<file path="src/rtl/alu_sequencer.sv">
// Program sequencer driving a byte ALU from a 16-entry instruction store.
// Supports EXEC / BR-on-flags / OUT / HALT, with an instruction-retire limit per run.
module alu_sequencer #(
  parameter int unsigned MAX_STEPS = 255
) (
  input  logic        clk,
  input  logic        rst,
  input  logic        prog_we,
  input  logic [3:0]  prog_addr,
  input  logic [13:0] prog_data,
  input  logic        start,
  output logic        busy,
  output logic        done,
  output logic        timeout,
  output logic [3:0]  alu_opcode,
  output logic [7:0]  alu_data,
  input  logic [7:0]  alu_result,
  output logic [7:0]  out_data,
  output logic        out_valid
);

  localparam int unsigned PC_W   = 4;
  localparam int unsigned STEP_W = 8;
  localparam int unsigned INSN_W = 14;
  localparam int unsigned DEPTH  = 16;

  typedef enum logic [1:0] {
    S_IDLE = 2'd0,
    S_RUN  = 2'd1,
    S_STAT = 2'd2,
    S_DONE = 2'd3
  } state_t;

  localparam logic [1:0] CTL_EXEC = 2'b00;
  localparam logic [1:0] CTL_BR   = 2'b01;
  localparam logic [1:0] CTL_OUT  = 2'b10;
  localparam logic [1:0] CTL_HALT = 2'b11;

  state_t              r_state;
  logic [INSN_W-1:0]   r_mem [DEPTH];
  logic [PC_W-1:0]     r_pc;
  logic [STEP_W-1:0]   r_steps;

  logic [INSN_W-1:0]   w_insn;
  logic [1:0]          w_ctl;
  logic [3:0]          w_op;
  logic [7:0]          w_operand;
  logic [3:0]          w_mask;
  logic [PC_W-1:0]     w_target;
  logic                w_limit;
  logic                w_taken;

  assign w_insn    = r_mem[r_pc];
  assign w_ctl     = w_insn[13:12];
  assign w_op      = w_insn[11:8];
  assign w_operand = w_insn[7:0];
  assign w_mask    = w_operand[7:4];
  assign w_target  = w_operand[3:0];
  assign w_limit   = (r_steps == STEP_W'(MAX_STEPS));
  // In STAT, pc still points at the BR word and alu_result carries the status byte
  assign w_taken   = ((alu_result[3:0] & w_mask) != 4'h0);

  // ALU drive: only EXEC and BR (status request) issue anything, and never on the limit cycle
  always_comb begin
    alu_opcode = 4'h0;
    alu_data   = 8'h00;
    if (r_state == S_RUN && !w_limit) begin
      case (w_ctl)
        CTL_EXEC: begin
          alu_opcode = w_op;
          alu_data   = w_operand;
        end
        CTL_BR:  alu_opcode = 4'hF;
        default: ;
      endcase
    end
  end

  always_ff @(posedge clk or posedge rst) begin
    if (rst) begin
      r_state   <= S_IDLE;
      r_pc      <= '0;
      r_steps   <= '0;
      busy      <= 1'b0;
      done      <= 1'b0;
      timeout   <= 1'b0;
      out_valid <= 1'b0;
      out_data  <= 8'h00;
      for (int unsigned i = 0; i < DEPTH; i++) r_mem[i] <= '0;
    end else begin
      done      <= 1'b0;
      out_valid <= 1'b0;
      case (r_state)
        S_IDLE: begin
          if (prog_we) r_mem[prog_addr] <= prog_data;
          if (start) begin
            r_pc    <= '0;
            r_steps <= '0;
            timeout <= 1'b0;
            busy    <= 1'b1;
            r_state <= S_RUN;
          end
        end
        S_RUN: begin
          if (w_limit) begin
            timeout <= 1'b1;
            done    <= 1'b1;
            r_state <= S_DONE;
          end else begin
            case (w_ctl)
              CTL_EXEC: begin
                r_pc    <= r_pc + PC_W'(1);
                r_steps <= r_steps + STEP_W'(1);
              end
              CTL_OUT: begin
                out_data  <= alu_result;
                out_valid <= 1'b1;
                r_pc      <= r_pc + PC_W'(1);
                r_steps   <= r_steps + STEP_W'(1);
              end
              CTL_BR:  r_state <= S_STAT;
              default: begin
                done    <= 1'b1;
                r_state <= S_DONE;
              end
            endcase
          end
        end
        S_STAT: begin
          r_pc    <= w_taken ? w_target : r_pc + PC_W'(1);
          r_steps <= r_steps + STEP_W'(1);
          r_state <= S_RUN;
        end
        default: begin
          busy    <= 1'b0;
          r_state <= S_IDLE;
        end
      endcase
    end
  end

endmodule

</file>
<file path="config.mk">
export PLATFORM = sky130hd
export DESIGN_NAME = alu_sequencer
export DESIGN_NICKNAME = d
export VERILOG_FILES = /design/src/rtl/alu_sequencer.sv
export SDC_FILE = /design/constraint.sdc
export NUM_CORES = 1
export LEC_CHECK = 0
export CORE_AREA = 5 5 219 221
export DETAILED_ROUTE_END_ITERATION = 10
export DIE_AREA = 0 0 224 226
export GPL_TIMING_DRIVEN = 0
export PLACE_DENSITY_LB_ADDON = 0.12
export SKIP_LAST_GASP = 1
export SYNTH_ARGS = -nofsm -noshare
export SYNTH_HDL_FRONTEND = slang
export SYNTH_SLANG_ARGS = --single-unit
export TNS_END_PERCENT = 10
</file>
<file path="constraint.sdc">
create_clock -name clk -period 16 [get_ports clk]
set_clock_uncertainty 0.2 [all_clocks]
set_input_delay 2.4 -clock clk [delete_from_list [all_inputs] [get_ports clk]]
set_output_delay 2.4 -clock clk [all_outputs]
set_load 0.03 [all_outputs]
</file>
==> flow_metrics.tcl <==
set metrics [dict create \
    placementRows 79 \
    synthXorXnorAreaFrac_pct 0.0743 \
    grt_pass1_vias 7845 \
    synth_seq_cells 250 \
    powerDensity_nw_per_um2 187 \
    endpoint "alu_data[3]" \
    crit_required_ns 13.40 \
    nets 973 \
    ios 54 \
    dr.pass1.iters 4 \
    grt_use_total_pct 14.4 \
    post_drt_wl_per_cell_um 23.3 \
    drt-vias-per-instance 4.83 \
    nFillCells 4622 \
    clk_latency_ns 0.57 \
    dp_cells 1511 \
    power_frac_comb_pct 36.8 \
    dp_hpwl_mm 23.9 \
    post_cts_buffers 0 \
    syn_nets 884 \
    grt_start_max_net_pins 121 \
    h-tree-depth 1 \
    cts_buffer_depth 3 \
    grt_pass1_wl_mm 54.7 \
    synthDistinctLibCells 50 \
    synth_fa_ha_area_share_pct 0.637 \
    clkSinkCount 250 \
    start_kind "register" \
    reg2reg_from "r_state[1]" \
    slew_headroom_pct 10.0 \
    fin_util_pct 30.7 \
    die-width_um 224 \
    antenna_found_initial 0 \
    portBuffers 53 \
    netlist_area_um2 11800 \
    antennaDiodeCount 0 \
    numCtsBuffers 31 \
    drt-initial-drc-count 462 \
    num_vias 7535 \
    slew_violations 0 \
    tightestPinTransition_ns 1.34 \
    drv_cap 0 \
    synth-edff-count 0 \
    synth_top_cell_by_area "dfrtp_1" \
    r2r-end "r_mem[71]" \
    mostFrequentLayoutCells "dfrtp_1, mux2_2, clkdlybuf4s50_1" \
    gp_congestion 0.780 \
    synth_compound_area_share_pct 5.85 \
    synthFlopType "dfrtp_1" \
    die_height_um 226 \
    layout_commonest_cell "dfrtp_1" \
    p_sw_share_pct 34.0 \
    muxShareOfSynthArea_pct 33.4 \
    area_growth_pct 19.5 \
    async_reset_ff_share_pct 100 \
    seq_power_share_pct 38.6 \
    holdBufCountCts 0 \
    setup_viol 0 \
    routed_wl_mm 36.4 \
    period_share_pct 45.6 \
    multiInputGateArea_um2 5220 \
    power_switching_uw 896 \
    startpoint "r_pc[3]" \
    finalCriticalPeriod_ns 7.30 \
    setup_tns_ns 0 \
    peakVddDrop_v 0.0000745 \
    initial_core_util_pct 25.7 \
    power_leakage_uw 0.00608 \
    worstSetupPathType "register to primary output" \
    ys_top_cells_by_area "dfrtp_1, mux2_2, mux4_2, mux2i_1, clkbuf_1" \
    core-area_um2 46000 \
    syn_inst 848 \
    yosysTopAreaCellShare_pct 53.1 \
    final_layout_size_suffix_gt1_share_pct 36.0 \
    max_freq_mhz 137 \
    status "finished, final reports clean" \
    yosys.area_share.simple_pct 4.32 \
    path_clk_slew_ns 0.06 \
    regArea_um2 6260 \
    rr_worst_depth 8 \
    hold_viol_final 0 \
    cts_tree "built" \
    crit_path_end_kind "primary output" \
    post_cts_resized 0 \
    drc 0 \
    power_uw 2640 \
    worstPathMaxFanout 10 \
    yosys_warnings 0 \
    reg2reg_slack_ns 12.18 \
    grt-ovfl-total 0 \
    stdcell_count 1561 \
    hold_class "register to register" \
    ys_seq_area_share_pct 53.1 \
    critPathArrivalTime_ns 4.70 \
    p_int_uw 1740 \
    rsz0062_at_grt "no" \
    p_clk_share_pct 24.6 \
    synth_top_family_by_area "multiplexers" \
    dieArea_um2 50600 \
    cts-root-buf "clkbuf_16" \
    syn_avg_cell_area_um2 13.9 \
    postRouteAntennaNets 0 \
]
## flip-flops by register name, indices dropped and copies added (netlist names)
register	cells
out_data	8
timeout	1
r_mem	224
r_state	2
r_steps	8
r_pc	4
out_valid	1
done	1
busy	1
## cell type report
class                           count  area share, %
Buffer                             59           1.93
Clock buffer                       42           6.15
Timing Repair Buffer               56           4.35
Sequential cell                   250           44.4
Inverter                           11          0.346
Multi-Input combinational cell    528           37.1
Clock inverter                      8          0.355
Tap cell                          607           5.39
## worst min-delay path by stage
stage                       to  depth (start not counted)  startpoint
global route        r_mem[193]                          1  r_mem[193]
CTS                 r_mem[184]                          1  r_mem[184]
global placement    r_mem[103]                          1  r_mem[103]
floorplan           r_mem[192]                          1  r_mem[192]
detailed placement  r_mem[184]                          1  r_mem[184]
finish              r_mem[191]                          1  r_mem[191]
## worst max-delay path: stages (launching register included)
cell and delay, ns:
dfrtp_1 0.32, clkbuf_1 0.42, clkinv_1 0.52, mux2_2 0.44, o22ai_2 0.39, and3_1 0.27
nand3_1 0.52, a21oi_1 0.50, clkdlybuf4s50_1 0.75
## metrics by stage
stage / hold WS, ns / area (um^2) / setup slack (ns)
floorplan: 0.274 / 11800 / 6.53
global placement: 0.283 / 13100 / 2.27
detailed placement: 0.289 / 13200 / 9.19
CTS: 0.302 / 14100 / 8.54
global route: 0.311 / 14100 / 8.45
finish: 0.300 / 14100 / 8.70
## per-layer routing
layer / vias to the layer above / global-route usage (%) / routed length [um]
met5: - / 0 / 0
met4: 0 / 3.34 / 670
met3: 49 / 2.14 / 1320
met2: 143 / 23.2 / 17000
met1: 4004 / 20.6 / 17400
li1: 3339 / - / -
## synthesized netlist by cell type, drive strengths merged, types with 2 or more instances
| cell | n |
|---|---|
| o22ai | 7 |
| a21oi | 17 |
| mux2i | 46 |
| a211oi | 2 |
| o21a | 2 |
| nand2 | 30 |
| a22oi | 2 |
| mux2 | 237 |
| o221ai | 10 |
| and3 | 4 |
| a22o | 2 |
| nor2b | 6 |
| mux4 | 36 |
| a21boi | 6 |
| nand3 | 10 |
| nand2b | 6 |
| nor4 | 2 |
| nand4 | 2 |
| nor3 | 8 |
| nor2 | 34 |
| a2111o | 3 |
| a221oi | 12 |
| inv | 10 |
| a31oi | 2 |
| or4 | 2 |
| or3 | 2 |
| o31ai | 2 |
| a221o | 6 |
| ha | 6 |
| buf | 20 |
| and2 | 2 |
| o21ai | 14 |
| clkbuf | 39 |
| dfrtp | 250 |
## cell families after synthesis
group | count (synthesis)
muxes | 319
DFF | 250
and+or+nand+nor | 110
AOI/OAI and AO/OA | 92
buffers and inverters | 70
adders and majority gates | 6
xor gates and xnor gates | 1
## power groups by stage
stage | Sequential, uW | Combinational [uW] | Clock, uW
floorplan | 1010 | 670 | 0
finish | 1020 | 969 | 649
CTS | 1020 | 986 | 671
detailed placement | 1030 | 984 | 0
global placement | 1030 | 975 | 0
global route | 1050 | 1050 | 697
Note: power is estimated with default switching activity, not from simulation.
